$ cat src/rtl/alu_arbiter_if.sv
// Requester/responder bundle shared by two clients of one ALU.
// master = requester side, slave = the arbiter.
interface alu_arbiter_if #(
  parameter int WIDTH = 32
);
  logic             req0_valid;
  logic             req0_ready;
  logic [WIDTH-1:0] req0_a;
  logic [WIDTH-1:0] req0_b;
  logic [3:0]       req0_sel;
  logic             req1_valid;
  logic             req1_ready;
  logic [WIDTH-1:0] req1_a;
  logic [WIDTH-1:0] req1_b;
  logic [3:0]       req1_sel;
  logic             rsp0_valid;
  logic             rsp0_ready;
  logic             rsp1_valid;
  logic             rsp1_ready;
  logic [WIDTH-1:0] rsp_data;
  logic             rsp_carry;

  modport master (
    output req0_valid, req0_a, req0_b, req0_sel,
    output req1_valid, req1_a, req1_b, req1_sel,
    output rsp0_ready, rsp1_ready,
    input  req0_ready, req1_ready, rsp0_valid, rsp1_valid, rsp_data, rsp_carry
  );

  modport slave (
    input  req0_valid, req0_a, req0_b, req0_sel,
    input  req1_valid, req1_a, req1_b, req1_sel,
    input  rsp0_ready, rsp1_ready,
    output req0_ready, req1_ready, rsp0_valid, rsp1_valid, rsp_data, rsp_carry
  );
endinterface

$ cat src/rtl/alu_arbiter.sv
// Shares one combinational ALU between two requesters: IDLE -> EXEC -> RESP.
// Define ALU_ARB_FIXED_PRIO_EN for fixed priority (requester 0 wins ties); default is round-robin.
module alu_arbiter #(
  parameter int WIDTH = 32
) (
  input  logic             clk,
  input  logic             rst_n,
  alu_arbiter_if.slave     bus,
  output logic [WIDTH-1:0] alu_a,
  output logic [WIDTH-1:0] alu_b,
  output logic [3:0]       alu_sel,
  input  logic [WIDTH-1:0] alu_out,
  input  logic             alu_carry,
  output logic [15:0]      op_count
);
  typedef enum logic [1:0] {S_IDLE, S_EXEC, S_RESP} state_t;

  state_t           state;
  state_t           state_next;
  logic             grant_id;
  logic             grant_next;
  logic             any_valid;
  logic             accept;
  logic             rsp_fire;
  logic             req0_ready;
  logic             req1_ready;
  logic             rsp0_valid;
  logic             rsp1_valid;
  logic [WIDTH-1:0] rsp_data_q;
  logic             rsp_carry_q;
  logic [15:0]      op_count_q;

  assign any_valid = bus.req0_valid | bus.req1_valid;

  // NOTE: sequential state uses non-blocking (<=) so every register samples pre-edge values.
  always_ff @(posedge clk or negedge rst_n) begin
    if (!rst_n) state <= S_IDLE;
    else        state <= state_next;
  end

  // NOTE: every always_comb output gets a default first so no path infers a latch.
  always_comb begin
    state_next = state;
    accept     = 1'b0;
    rsp_fire   = 1'b0;
    req0_ready = 1'b0;
    req1_ready = 1'b0;
    rsp0_valid = 1'b0;
    rsp1_valid = 1'b0;
    case (state)
      S_IDLE: begin
        // rst_n gates ready so the outputs read zero while reset is held.
        if (any_valid && rst_n) begin
          accept     = 1'b1;
          req0_ready = ~grant_next;
          req1_ready = grant_next;
          state_next = S_EXEC;
        end
      end
      S_EXEC: state_next = S_RESP;
      S_RESP: begin
        rsp0_valid = ~grant_id;
        rsp1_valid = grant_id;
        rsp_fire   = grant_id ? bus.rsp1_ready : bus.rsp0_ready;
        if (rsp_fire) state_next = S_IDLE;
      end
      default: state_next = S_IDLE;
    endcase
  end

`ifdef ALU_ARB_FIXED_PRIO_EN
  assign grant_next = ~bus.req0_valid;
`else
  logic rr_ptr;

  // The pointer only breaks ties; a lone requester wins outright, yet still moves it.
  assign grant_next = (bus.req0_valid && bus.req1_valid) ? rr_ptr : bus.req1_valid;

  always_ff @(posedge clk or negedge rst_n) begin
    if (!rst_n)      rr_ptr <= 1'b0;
    else if (accept) rr_ptr <= ~grant_next;
  end
`endif

  always_ff @(posedge clk or negedge rst_n) begin
    if (!rst_n) begin
      grant_id    <= 1'b0;
      alu_a       <= '0;
      alu_b       <= '0;
      alu_sel     <= '0;
      rsp_data_q  <= '0;
      rsp_carry_q <= 1'b0;
      op_count_q  <= '0;
    end else begin
      if (accept) begin
        grant_id <= grant_next;
        alu_a    <= grant_next ? bus.req1_a   : bus.req0_a;
        alu_b    <= grant_next ? bus.req1_b   : bus.req0_b;
        alu_sel  <= grant_next ? bus.req1_sel : bus.req0_sel;
      end
      if (state == S_EXEC) begin
        rsp_data_q  <= alu_out;
        rsp_carry_q <= alu_carry;
      end
      if (rsp_fire && (op_count_q != 16'hFFFF)) op_count_q <= op_count_q + 16'd1;
    end
  end

  assign bus.req0_ready = req0_ready;
  assign bus.req1_ready = req1_ready;
  assign bus.rsp0_valid = rsp0_valid;
  assign bus.rsp1_valid = rsp1_valid;
  assign bus.rsp_data   = rsp_data_q;
  assign bus.rsp_carry  = rsp_carry_q;
  assign op_count       = op_count_q;
endmodule

$ cat src/flat_wrapper.sv
// flat-port wrapper written by rule: the top's interface ports become plain ports
module alu_arbiter_flat 
#(
  parameter int WIDTH = 32
)
  (clk, rst_n, alu_a, alu_b, alu_sel, alu_out, alu_carry, op_count, bus_req0_valid, bus_req0_a, bus_req0_b, bus_req0_sel, bus_req1_valid, bus_req1_a, bus_req1_b, bus_req1_sel, bus_rsp0_ready, bus_rsp1_ready, bus_req0_ready, bus_req1_ready, bus_rsp0_valid, bus_rsp1_valid, bus_rsp_data, bus_rsp_carry);
  alu_arbiter_if #(.WIDTH(WIDTH)) bus_i ();
  input  logic clk;
  input  logic rst_n;
  output logic [WIDTH-1:0] alu_a;
  output logic [WIDTH-1:0] alu_b;
  output logic [3:0] alu_sel;
  input  logic [WIDTH-1:0] alu_out;
  input  logic alu_carry;
  output logic [15:0] op_count;
  input wire logic [$bits(bus_i.req0_valid)-1:0] bus_req0_valid;
  input wire logic [$bits(bus_i.req0_a)-1:0] bus_req0_a;
  input wire logic [$bits(bus_i.req0_b)-1:0] bus_req0_b;
  input wire logic [$bits(bus_i.req0_sel)-1:0] bus_req0_sel;
  input wire logic [$bits(bus_i.req1_valid)-1:0] bus_req1_valid;
  input wire logic [$bits(bus_i.req1_a)-1:0] bus_req1_a;
  input wire logic [$bits(bus_i.req1_b)-1:0] bus_req1_b;
  input wire logic [$bits(bus_i.req1_sel)-1:0] bus_req1_sel;
  input wire logic [$bits(bus_i.rsp0_ready)-1:0] bus_rsp0_ready;
  input wire logic [$bits(bus_i.rsp1_ready)-1:0] bus_rsp1_ready;
  output wire logic [$bits(bus_i.req0_ready)-1:0] bus_req0_ready;
  output wire logic [$bits(bus_i.req1_ready)-1:0] bus_req1_ready;
  output wire logic [$bits(bus_i.rsp0_valid)-1:0] bus_rsp0_valid;
  output wire logic [$bits(bus_i.rsp1_valid)-1:0] bus_rsp1_valid;
  output wire logic [$bits(bus_i.rsp_data)-1:0] bus_rsp_data;
  output wire logic [$bits(bus_i.rsp_carry)-1:0] bus_rsp_carry;
  assign bus_i.req0_valid = bus_req0_valid;
  assign bus_i.req0_a = bus_req0_a;
  assign bus_i.req0_b = bus_req0_b;
  assign bus_i.req0_sel = bus_req0_sel;
  assign bus_i.req1_valid = bus_req1_valid;
  assign bus_i.req1_a = bus_req1_a;
  assign bus_i.req1_b = bus_req1_b;
  assign bus_i.req1_sel = bus_req1_sel;
  assign bus_i.rsp0_ready = bus_rsp0_ready;
  assign bus_i.rsp1_ready = bus_rsp1_ready;
  assign bus_req0_ready = bus_i.req0_ready;
  assign bus_req1_ready = bus_i.req1_ready;
  assign bus_rsp0_valid = bus_i.rsp0_valid;
  assign bus_rsp1_valid = bus_i.rsp1_valid;
  assign bus_rsp_data = bus_i.rsp_data;
  assign bus_rsp_carry = bus_i.rsp_carry;
  alu_arbiter #(.WIDTH(WIDTH)) u_core (.clk(clk), .rst_n(rst_n), .bus(bus_i), .alu_a(alu_a), .alu_b(alu_b), .alu_sel(alu_sel), .alu_out(alu_out), .alu_carry(alu_carry), .op_count(op_count));
endmodule
$ cat config.mk
export PLATFORM = sky130hd
export DESIGN_NAME = alu_arbiter_flat
export DESIGN_NICKNAME = d
export VERILOG_FILES = /design/src/rtl/alu_arbiter_if.sv /design/src/rtl/alu_arbiter.sv /design/src/flat_wrapper.sv
export SDC_FILE = /design/constraint.sdc
export NUM_CORES = 1
export LEC_CHECK = 0
export BUFFER_PORTS_ARGS = -buffer_cell sky130_fd_sc_hd__buf_2
export CAP_MARGIN = 20
export CORE_ASPECT_RATIO = 0.8
export CORE_MARGIN = 2
export CORE_UTILIZATION = 25
export CTS_CLUSTER_SIZE = 10
export DETAILED_ROUTE_END_ITERATION = 7
export PLACE_DENSITY_LB_ADDON = 0.12
export SLEW_MARGIN = 0
export SYNTH_ARGS = -nofsm -noshare
export SYNTH_HDL_FRONTEND = slang
export SYNTH_SLANG_ARGS = --single-unit
$ cat constraint.sdc
create_clock -name clk -period 1.5 [get_ports clk]
set_clock_uncertainty 0.15 [all_clocks]
set_input_delay 0 -clock clk [delete_from_list [all_inputs] [get_ports clk]]
set_output_delay 0 -clock clk [all_outputs]
set_load 0.05 [all_outputs]
==> results of run 1 <==
metal layers:
metal,global-route usage [%],up-vias,share of wire (%),wire (microns)
li1,-,2690,-,-
met1,20.31,2599,41,8354
met2,31.24,217,50,10100
met3,5.246,31,6.8,1375
met4,6.135,0,2.4,486
met5,0,-,0,0
cells in the mapped netlist, drive strengths merged:
master    n  area share (%)
dfrtp   121              57
nand2    73             5.1
o21ai    70             6.6
mux2i    68              13
mux2     35             7.4
buf      15             1.4
clkbuf   12            0.84
xor2     10             1.6
nand4     7             1.2
nor2      7            0.54
nor4      7             1.2
nand3     6            0.66
and4      3            0.54
inv       3            0.21
nor3      3            0.28
xnor2     3            0.49
a21oi     2            0.19
a31oi     2            0.23
and2      2            0.23
nand2b    2            0.23
a21o      1            0.14
a41oi     1            0.16
and2b     1            0.14
ha        1            0.23
nor3b     1            0.23
nor4b     1            0.28
o211ai    1            0.14
or3       1            0.12
or4b      1            0.26
what timing repair did:
item,4_1_cts,5_1_grt
hold buffers,171,1
hold endpoints to repair,225,121
gates cloned,3,3
setup buffers,12,10
gates resized for setup,59,31
pin swaps,27,12
setup endpoints to repair,114,124
final cells by class:
| cell class | count | area (sq um) | area share (%) |
|---|---|---|---|
| repair buffers | 544 | 4154 | 39.40 |
| flip-flops and latches | 121 | 3050 | 28.93 |
| multi-input cells | 309 | 2441 | 23.15 |
| clock buffers | 19 | 452.9 | 4.296 |
| well taps | 269 | 336.6 | 3.192 |
| clock inverters | 13 | 95.09 | 0.9019 |
| inverters | 3 | 13.76 | 0.1305 |
worst max-delay path: cells and delay by family, from the launching register on:
family | cells | cell delay (ps)
AOI/OAI and AO/OA | 1 | 100
buffers and inverters | 3 | 460
and+or+nand+nor | 2 | 230
DFF | 1 | 390
power breakdown:
part	switching, uW	internal, uW	total (uW)
clock	1590	2210	3790
sequential	837	4720	5560
combinational	7740	3570	11300
cell families (layout without fill, tap and decap cells):
kind of cell / after synthesis / count (layout) / synth area share (%)
and+or+nand+nor: 115 / 115 / 11.07
muxes: 103 / 103 / 20.10
xor gates and xnor gates: 13 / 13 / 2.130
buffers and inverters: 30 / 579 / 2.410
adders and majority gates: 1 / 1 / 0.2340
DFF: 121 / 121 / 56.63
AOI/OAI and AO/OA: 77 / 77 / 7.419
path summary, 6_finish.rpt:
kind	cells past startpoint	end	start
worst min register to register	2	u_core.alu_a[18]$_DFFE_PN0P_	u_core.alu_a[18]$_DFFE_PN0P_
worst max-delay path	6	bus_req1_ready	u_core.state[0]$_DFFE_PN0P_
min in group asynchronous	3	u_core.op_count[11]$_DFFE_PN0P_	rst_n
max in group asynchronous	3	u_core.alu_b[31]$_DFFE_PN0P_	rst_n
worst max register to register	8	u_core.alu_b[9]$_DFFE_PN0P_	u_core.state[0]$_DFFE_PN0P_
worst min-delay path	6	u_core.state[0]$_DFFE_PN0P_	bus_req0_valid
through the flow:
| step | hold slack, ps | total power (uW) |
|---|---|---|
| floorplan | -445.6 | 12740 |
| global placement | 62.08 | 15560 |
| detailed placement | 61.99 | 15680 |
| CTS | -388.5 | 20440 |
| global route | 86.78 | 21720 |
| finish | 76.91 | 20660 |
flip-flops by register name, summed over array words and instances (netlist names):
register	count
u_core.bus.rsp_carry	1
u_core.bus.rsp_data	32
u_core.alu_sel	4
u_core.alu_b	32
u_core.grant_id	1
u_core.op_count	16
u_core.rr_ptr	1
u_core.state	2
u_core.alu_a	32
==> results.yml, run 1 <==
worst_setup_path:
  crit_slowest_cell: "dfrtp_1"
  path_cells: "buf_6 -> nor2_4 -> o211ai_1 -> buf_4 -> nor2_4 -> buf_8"
  required_ps: 1350
  worst_setup_path_end_kind: "output port"
  critPathArrivalTime_ps: 1580
  setup.worst_path.class: "register to output port"
  critPathMaxFanout: 3
  worst_path_largest_cell_delay_ps: 390
  crit_path_frequent_cell: "nor2_4"
  r2r_setup_slack_ps: -220
  cp-start-kind: "register"
place:
  place_congestion: 0.7770
  pre_cts_slack_ps: -183.4
  dp_cells: 1048
  place_area_sq_um: 7654
  io_buffers: 295
  dpl.hpwl_mm: 11.99
drt:
  vias: 5537
  post_drt_wl_per_cell_microns: 15.90
  drc: 19
  ant_nets: 0
  viasPerCell: 4.333
  first_iter_violations: 210
  wl_mm: 20.31
  drt_pre_antenna_iters: 7
sta:
  setup_ws_ps: -231.3
  min_period_ps: 1731
  fin_crit_sh_pct: 115.4
  final-hold-violation-count: 0
  maxSlewViolCount: 0
  setup_viol: 85
  max_freq_ghz: 0.5776
  rsz0062_at_grt: "yes"
  max_slew_margin_pct: 51.48
  timing.setup.tns_ps: -9582
  worst_pin_slew_ps: 727.8
power_and_ir_drop:
  power_density_nw_per_um2: 1959
  vdd_drop_max_v: 0.0009402
  leakage_uw: 0.005288
floorplanning:
  die_w_microns: 167.5
  start_util_pct: 25.68
  io_pins: 296
  die_area_sq_um: 22580
  chipHeight_microns: 134.8
  core_area_sq_um: 20820
  floorplan.rows: 47
global_route:
  grt.overflow.total: 0
  antenna_found_initial: 0
  grt_max_degree: 122
  grt_pass1_vias: 6098
  grt_pass1_wl_mm: 31.33
  grt_usage_pct: 17.59
clocking:
  clkTransAtPathRegs_ps: 60
  clock_latency_ps: 410
  cts_sinks: 121
  numCtsBuffers: 17
  cts_htree_levels: 4
  cts_tree: "done"
  clockBufferDepth: 2
  cts_root_buf: "clkbuf_16"
layout:
  nets: 1172
  final_common_cell: "buf_2"
  num_antenna_cells: 0
  final_cell_mix: "buf_2, dlygate4sd3_1, dfrtp_1"
  areaGrowthSynthToFinish_pct: 97.22
  n_fill_cell: 1850
  stdcell_count: 1278
  drive_gt1_share_pct: 48.86
  post-route-util_pct: 50.65
  final_cell_area_sq_um: 10540
logic_synthesis:
  syn_avg_cell_area_sq_um: 11.62
  ys_seq_area_share_pct: 56.63
  synth.cell_area_sq_um: 5346
  ys_seq_elements: 121
  synthCells: 460
  syn_nets: 636
  ys_warn_count: 0
  synth_cell_types: 39
outcome:
  violations: "design-rule violations, negative setup slack"
  status: "complete, but fails checks"
job:
  maxCapViolCount: 0
min_path:
  hp-class: "primary input to register"
Note: power is estimated with default switching activity, not from simulation.
==> run 2, diff against run 1 <==
--- a/config.mk
+++ b/config.mk
@@ -5,7 +5,8 @@
 export SDC_FILE = /design/constraint.sdc
 export NUM_CORES = 1
 export LEC_CHECK = 0
-export BUFFER_PORTS_ARGS = -buffer_cell sky130_fd_sc_hd__buf_2
+export ABC_AREA = 1
+export BUFFER_PORTS_ARGS = -buffer_cell sky130_fd_sc_hd__buf_4
 export CAP_MARGIN = 20
 export CORE_ASPECT_RATIO = 0.8
 export CORE_MARGIN = 2
==> run 2 against run 1 <==
The flow finishes with violations (negative setup slack). Critical path depth is 1 higher. Sequential cell count is the same. Core utilization grew 3.7 points. Combinational power increased by 18%. Via count increased by 12%. Fmax up 3.8%. Worst setup slack better by 63 ps. Count of clock-buffer cells in the layout is the same. Routed wire length increased by 7.6%. Largest cell class unchanged. Highest routed layer unchanged.
==> results.yml, run 2 <==
outcome:
  status: "complete, but fails checks"
  violations: "negative setup slack"
drt:
  dr_wl_met2_mm: 10.51
  wl_mm: 21.86
  highest_layer: "met4"
  post_drt_wl_per_cell_microns: 15.46
  first_iter_violations: 310
  route.met3.wl_mm: 1.389
  viasPerCell: 4.400
  drt_pre_antenna_iters: 4
  drc: 0
  wl_met1_mm: 9.649
  vias: 6221
  ant_nets: 0
global_route:
  antenna_found_initial: 0
  grt.overflow.total: 0
  grt_max_degree: 122
  grt_usage_pct: 18.17
  grt_pass1_wl_mm: 32.49
  grt_pass1_vias: 6430
worst_setup_path:
  crit_slowest_cell: "dfrtp_1"
  critPathMaxFanout: 3
  required_ps: 1350
  critPathArrivalTime_ps: 1520
  cp.buffers_inverters: 3
  setup.worst_path.class: "register to output port"
  critPathTopFamily: "simple AND/OR/NAND/NOR gates"
  worst_path_largest_cell_delay_ps: 370
  worst_setup_path_end_kind: "output port"
  path_cells: "nor2_1 -> nand2_1 -> nor2_4 -> inv_2 -> nor2_4 -> buf_12 -> buf_12"
  cp-start-kind: "register"
power_and_ir_drop:
  power_density_nw_per_um2: 2059
  vdd_drop_max_v: 0.001244
  leakage_uw: 0.005655
clocking:
  cts_root_buf: "clkbuf_16"
  cts_sinks: 121
  cts_tree: "done"
  clock_latency_ps: 410
  clkTransAtPathRegs_ps: 50
  numCtsBuffers: 17
  clockBufferDepth: 2
  cts_htree_levels: 4
logic_synthesis:
  synth_area_leaders: "dfrtp_1, nand2_1, nand3_1"
  synth.most_common_cell: "nand2_1"
  synth-edff-count: 0
  synthFlopType: "dfrtp_1"
  synth.cell_area_sq_um: 5354
  synth_top_cell_by_area: "dfrtp_1"
  syn_avg_cell_area_sq_um: 8.791
  synthCells: 609
  synth_top_cell_area_share_pct: 56.56
  ys_warn_count: 0
  syn_nets: 785
  synthTopCellsByCount: "nand2_1, dfrtp_1, nand3_1"
  ys_seq_area_share_pct: 56.56
  synth_cell_types: 25
  ys_async_sr_fraction_pct: 100.0
  ys_seq_elements: 121
floorplanning:
  start_util_pct: 25.65
  core_area_sq_um: 20880
  floorplan.rows: 47
  die_area_sq_um: 22610
  io_pins: 296
  chipHeight_microns: 134.9
  die_w_microns: 167.6
sta:
  rsz0062_at_grt: "yes"
  setup_ws_ps: -168.6
  worst_pin_slew_ps: 671.7
  min_period_ps: 1669
  maxSlewViolCount: 0
  final-hold-violation-count: 0
  timing.setup.tns_ps: -9618
  fin_crit_sh_pct: 111.2
  max_freq_ghz: 0.5993
  setup_viol: 86
  max_slew_margin_pct: 55.22
min_path:
  hp-class: "primary input to register"
place:
  dpl.hpwl_mm: 12.70
  io_buffers: 295
  place_congestion: 0.7703
layout:
  post-route-util_pct: 54.38
  final_cell_mix: "buf_4, nand2_1, dlygate4sd3_1"
  final_common_cell: "buf_4"
  nets: 1308
  drive_gt1_share_pct: 43.14
  n_fill_cell: 1807
  num_antenna_cells: 0
  areaGrowthSynthToFinish_pct: 112.0
job:
  maxCapViolCount: 0
run 2: metrics by stage:
stage                     instances  total power [uW]  setup WS [ps]  area [sq um]  hold WS, ps
after floorplan                 609             13300         -174.3          5389       -445.6
after detailed placement       1190             17450         -72.18          8229        51.64
after global routing           1414             24440         -261.0         11350        153.3
after global placement         1190             17470         -43.00          8229        51.49
after CTS                      1402             22600         -193.5         10850        106.7
final                          1414             23380         -168.6         11350        127.5
run 2: repair_timing:
action	4_1_cts	5_1_grt
resized for setup	44	88
setup endpoints to repair	29	124
setup buffers	5	4
endpoints found under the hold margin	227	0
pin swaps	12	14
hold buffers	173	0
gates cloned	3	8
run 2: per-layer routing:
metal | global-route usage (%) | vias up
met4 | 5.266 | 0
met2 | 31.17 | 252
met1 | 22.24 | 2941
li1 | - | 3003
met3 | 5.481 | 25
met5 | 0 | -
run 2: where the power goes:
| part | leakage, uW | total [uW] | switching [uW] | internal (uW) |
|---|---|---|---|---|
| clock | 0.000296 | 4320 | 1600 | 2720 |
| combinational | 0.00389 | 13300 | 8490 | 4810 |
| sequential | 0.00147 | 5770 | 941 | 4830 |
run 2: cell families after synthesis:
group           synth area share [%]
flops                          56.56
fa+ha+maj                     0.2337
xor+xnor                      0.6543
buf+inv                        4.276
compound gates                 1.145
mux                            6.941
simple gates                   30.19
run 2: layout make-up:
type	count	area [sq um]	area share, %
Timing Repair Buffer	531	4790	42.19
Inverter	20	90.09	0.7936
Tap cell	269	336.6	2.965
Clock inverter	13	166.4	1.466
Multi-Input combinational cell	441	2471	21.77
Sequential cell	121	3045	26.83
Clock buffer	19	452.9	3.990
run 2: path summary, 6_finish.rpt:
path,cells after the start,startpoint,slack (ps),to
worst max-delay path,7,u_core.state[1]$_DFFE_PN0P_,-170,bus_req0_ready
min in group asynchronous,3,rst_n,190,u_core.bus.rsp_data[31]$_DFFE_PN0N_
worst max register to register,9,u_core.state[1]$_DFFE_PN0P_,-160,u_core.alu_b[5]$_DFFE_PN0P_
worst min-delay path,6,bus_req1_valid,130,u_core.grant_id$_DFFE_PN0P_
worst min register to register,2,u_core.alu_a[11]$_DFFE_PN0P_,350,u_core.alu_a[11]$_DFFE_PN0P_
max in group asynchronous,3,rst_n,520,u_core.alu_a[28]$_DFFE_PN0P_
run 2: worst min-delay path, delay by kind of cell:
| family | cells | cell delay (ps) |
|---|---|---|
| buf+inv | 3 | 300 |
| simple gates | 2 | 200 |
| compound gates | 1 | 140 |
==> run 3, diff against run 2 <==
--- a/config.mk
+++ b/config.mk
@@ -13,7 +13,7 @@
 export CORE_UTILIZATION = 25
 export CTS_CLUSTER_SIZE = 10
 export DETAILED_ROUTE_END_ITERATION = 7
-export PLACE_DENSITY_LB_ADDON = 0.12
+export PLACE_DENSITY = 0.49
 export SLEW_MARGIN = 0
 export SYNTH_ARGS = -nofsm -noshare
 export SYNTH_HDL_FRONTEND = slang
==> run 3 against run 2 <==
Final cell count is 0.99% higher. Highest routed layer unchanged. Clock power fell by 6.7%. Count of clock-buffer cells in the layout stayed put. Non-clock buffer count grew 14. The run ends with negative hold slack, negative setup slack left. Worst hold slack got worse by 150 ps. Routed wire length increased by 8.6%. Sequential cell count stayed put.
==> results.yml, run 3 (same netlist as run 2, synthesis figures left out) <==
outcome:
  status: "complete, but fails checks"
  violations: "negative hold slack, negative setup slack"
layout:
  num_antenna_cells: 0
  nets: 1322
  final_cell_area_sq_um: 11990
  areaGrowthSynthToFinish_pct: 123.9
  final_common_cell: "buf_4"
  drive_gt1_share_pct: 52.29
  post-route-util_pct: 57.43
  final_cell_mix: "buf_4, nand2_1, dlygate4sd3_1"
drt:
  ant_nets: 0
  first_iter_violations: 281
  drt_pre_antenna_iters: 4
  drc: 0
  wl_mm: 23.74
  viasPerCell: 4.459
  vias: 6367
  post_drt_wl_per_cell_microns: 16.62
floorplanning:
  start_util_pct: 25.65
  io_pins: 296
  die_w_microns: 167.6
  chipHeight_microns: 134.9
  die_area_sq_um: 22610
  core_area_sq_um: 20880
  floorplan.rows: 47
sta:
  maxSlewViolCount: 0
  final-hold-violation-count: 1
  fin_crit_sh_pct: 111.9
  timing.setup.tns_ps: -9805
  max_freq_ghz: 0.5959
  rsz0062_at_grt: "yes"
  setup_ws_ps: -178.0
  worst_pin_slew_ps: 749.6
  setup_viol: 87
  min_period_ps: 1678
  max_slew_margin_pct: 50.03
  whs_ps: -22.61
global_route:
  grt_max_degree: 122
  grt.overflow.total: 0
  grt_pass1_wl_mm: 35.36
  antenna_found_initial: 0
  grt_pass1_vias: 6785
  grt_usage_pct: 20.07
worst_setup_path:
  worst_setup_path_end_kind: "output port"
  critPathArrivalTime_ps: 1530
  r2r_start: "u_core.state[0]$_DFFE_PN0P_"
  r2r_setup_slack_ps: -170
  startpoint: "u_core.state[0]$_DFFE_PN0P_"
  critPathMaxFanout: 3
  setup.worst_path.class: "register to output port"
  r2r_cells: 10
  required_ps: 1350
  cp-endpoint: "bus_req1_ready"
  reg2reg_to: "u_core.alu_a[2]$_DFFE_PN0P_"
  cp-start-kind: "register"
clocking:
  cts_sinks: 121
  numCtsBuffers: 17
  cts_tree: "done"
  clock_latency_ps: 420
  clockBufferDepth: 2
  clkTransAtPathRegs_ps: 50
  cts_htree_levels: 4
  cts_root_buf: "clkbuf_16"
power_and_ir_drop:
  vdd_drop_max_v: 0.001066
  leakage_uw: 0.006136
  internal_power_uw: 12110
  p_seq_share_pct: 24.5
  combPwrFrac_pct: 58.3
  swShare_pct: 48.30
  p_clk_share_pct: 17.2
  power_density_nw_per_um2: 1954
  p_sw_uw: 11320
place:
  dpl.hpwl_mm: 13.19
  place_congestion: 0.7361
  place_area_sq_um: 8227
  io_buffers: 295
job:
  maxCapViolCount: 0
min_path:
  hp-class: "primary input to register"
==> run 3: cell count changes in the layout (fill, tap and decap cells not counted), moves of 4 or more <==
cell and change:
mux2_4 -33, nand2_1 -51, buf_6 +4, nand2_2 +13
buf_12 +4, buf_16 +6, nand3_2 +45, mux2_2 +33
nand2_4 +39, nand3_1 -46
==> run 3: cell type report <==
type	count	area, sq um
inverters	20	92.59
clock inverters	13	118.9
multi-input cells	441	2882
clock buffers	19	452.9
flip-flops and latches	121	3044
well taps	269	336.6
repair buffers	545	5062
fillers	1809	8887
==> run 3: power by group through the flow <==
stage	Sequential [uW]	Clock [uW]	Combinational (uW)
3_5_place_dp	5690	0	11800
5_1_grt	5930	4270	14300
6_report	5730	4030	13700
4_1_cts	5700	4110	13100
3_3_place_gp	5730	0	11800
2_1_floorplan	11000	0	2330
==> run 3: per-layer routing <==
metal	up-vias	global-route usage (%)	share of wire (%)
met4	0	6.039	2.0
met5	-	0	0
met1	3053	24.46	41
met2	240	34.09	51
li1	3039	-	-
met3	35	6.506	6.8
==> run 3: worst min path at each step <==
stage / startpoint / end / slack [ps] / cells after the start
floorplan: rst_n / u_core.alu_a[0]$_DFFE_PN0P_ / -450 / 0
global placement: bus_req0_sel[0] / u_core.alu_sel[0]$_DFFE_PN0P_ / 60 / 3
detailed placement: bus_req0_a[20] / u_core.alu_a[20]$_DFFE_PN0P_ / 60 / 3
CTS: rst_n / u_core.op_count[0]$_DFFE_PN0P_ / -380 / 2
global route: bus_req1_valid / u_core.state[0]$_DFFE_PN0P_ / -10 / 5
finish: bus_req1_valid / u_core.state[0]$_DFFE_PN0P_ / -20 / 5
==> run 3: per-stage QoR <==
step	setup WS (ps)	power, uW	std cells	hold slack, ps
after floorplan	-174.3	13300	609	-445.6
after global placement	-45.89	17480	1188	58.40
after detailed placement	-41.82	17470	1188	58.25
after CTS	-230.0	22940	1424	-382.1
after global routing	-275.4	24520	1428	-14.07
final	-178.0	23430	1428	-22.61
==> run 3: worst max-delay path, cell delays in order, from the launching register on <==
cell and delay [ps]:
dfrtp_1 370, nor2_1 100, nand2_1 90, nor2_4 130
and2_4 190, buf_12 110, buf_12 120
==> run 3: what timing repair did <==
item | CTS | global route
hold endpoints to repair | 225 | 122
cloned | 11 | 5
setup buffers | 23 | 4
pin swaps | 22 | 67
setup endpoints to repair | 75 | 102
resized for setup | 113 | 135
hold buffers | 171 | 1
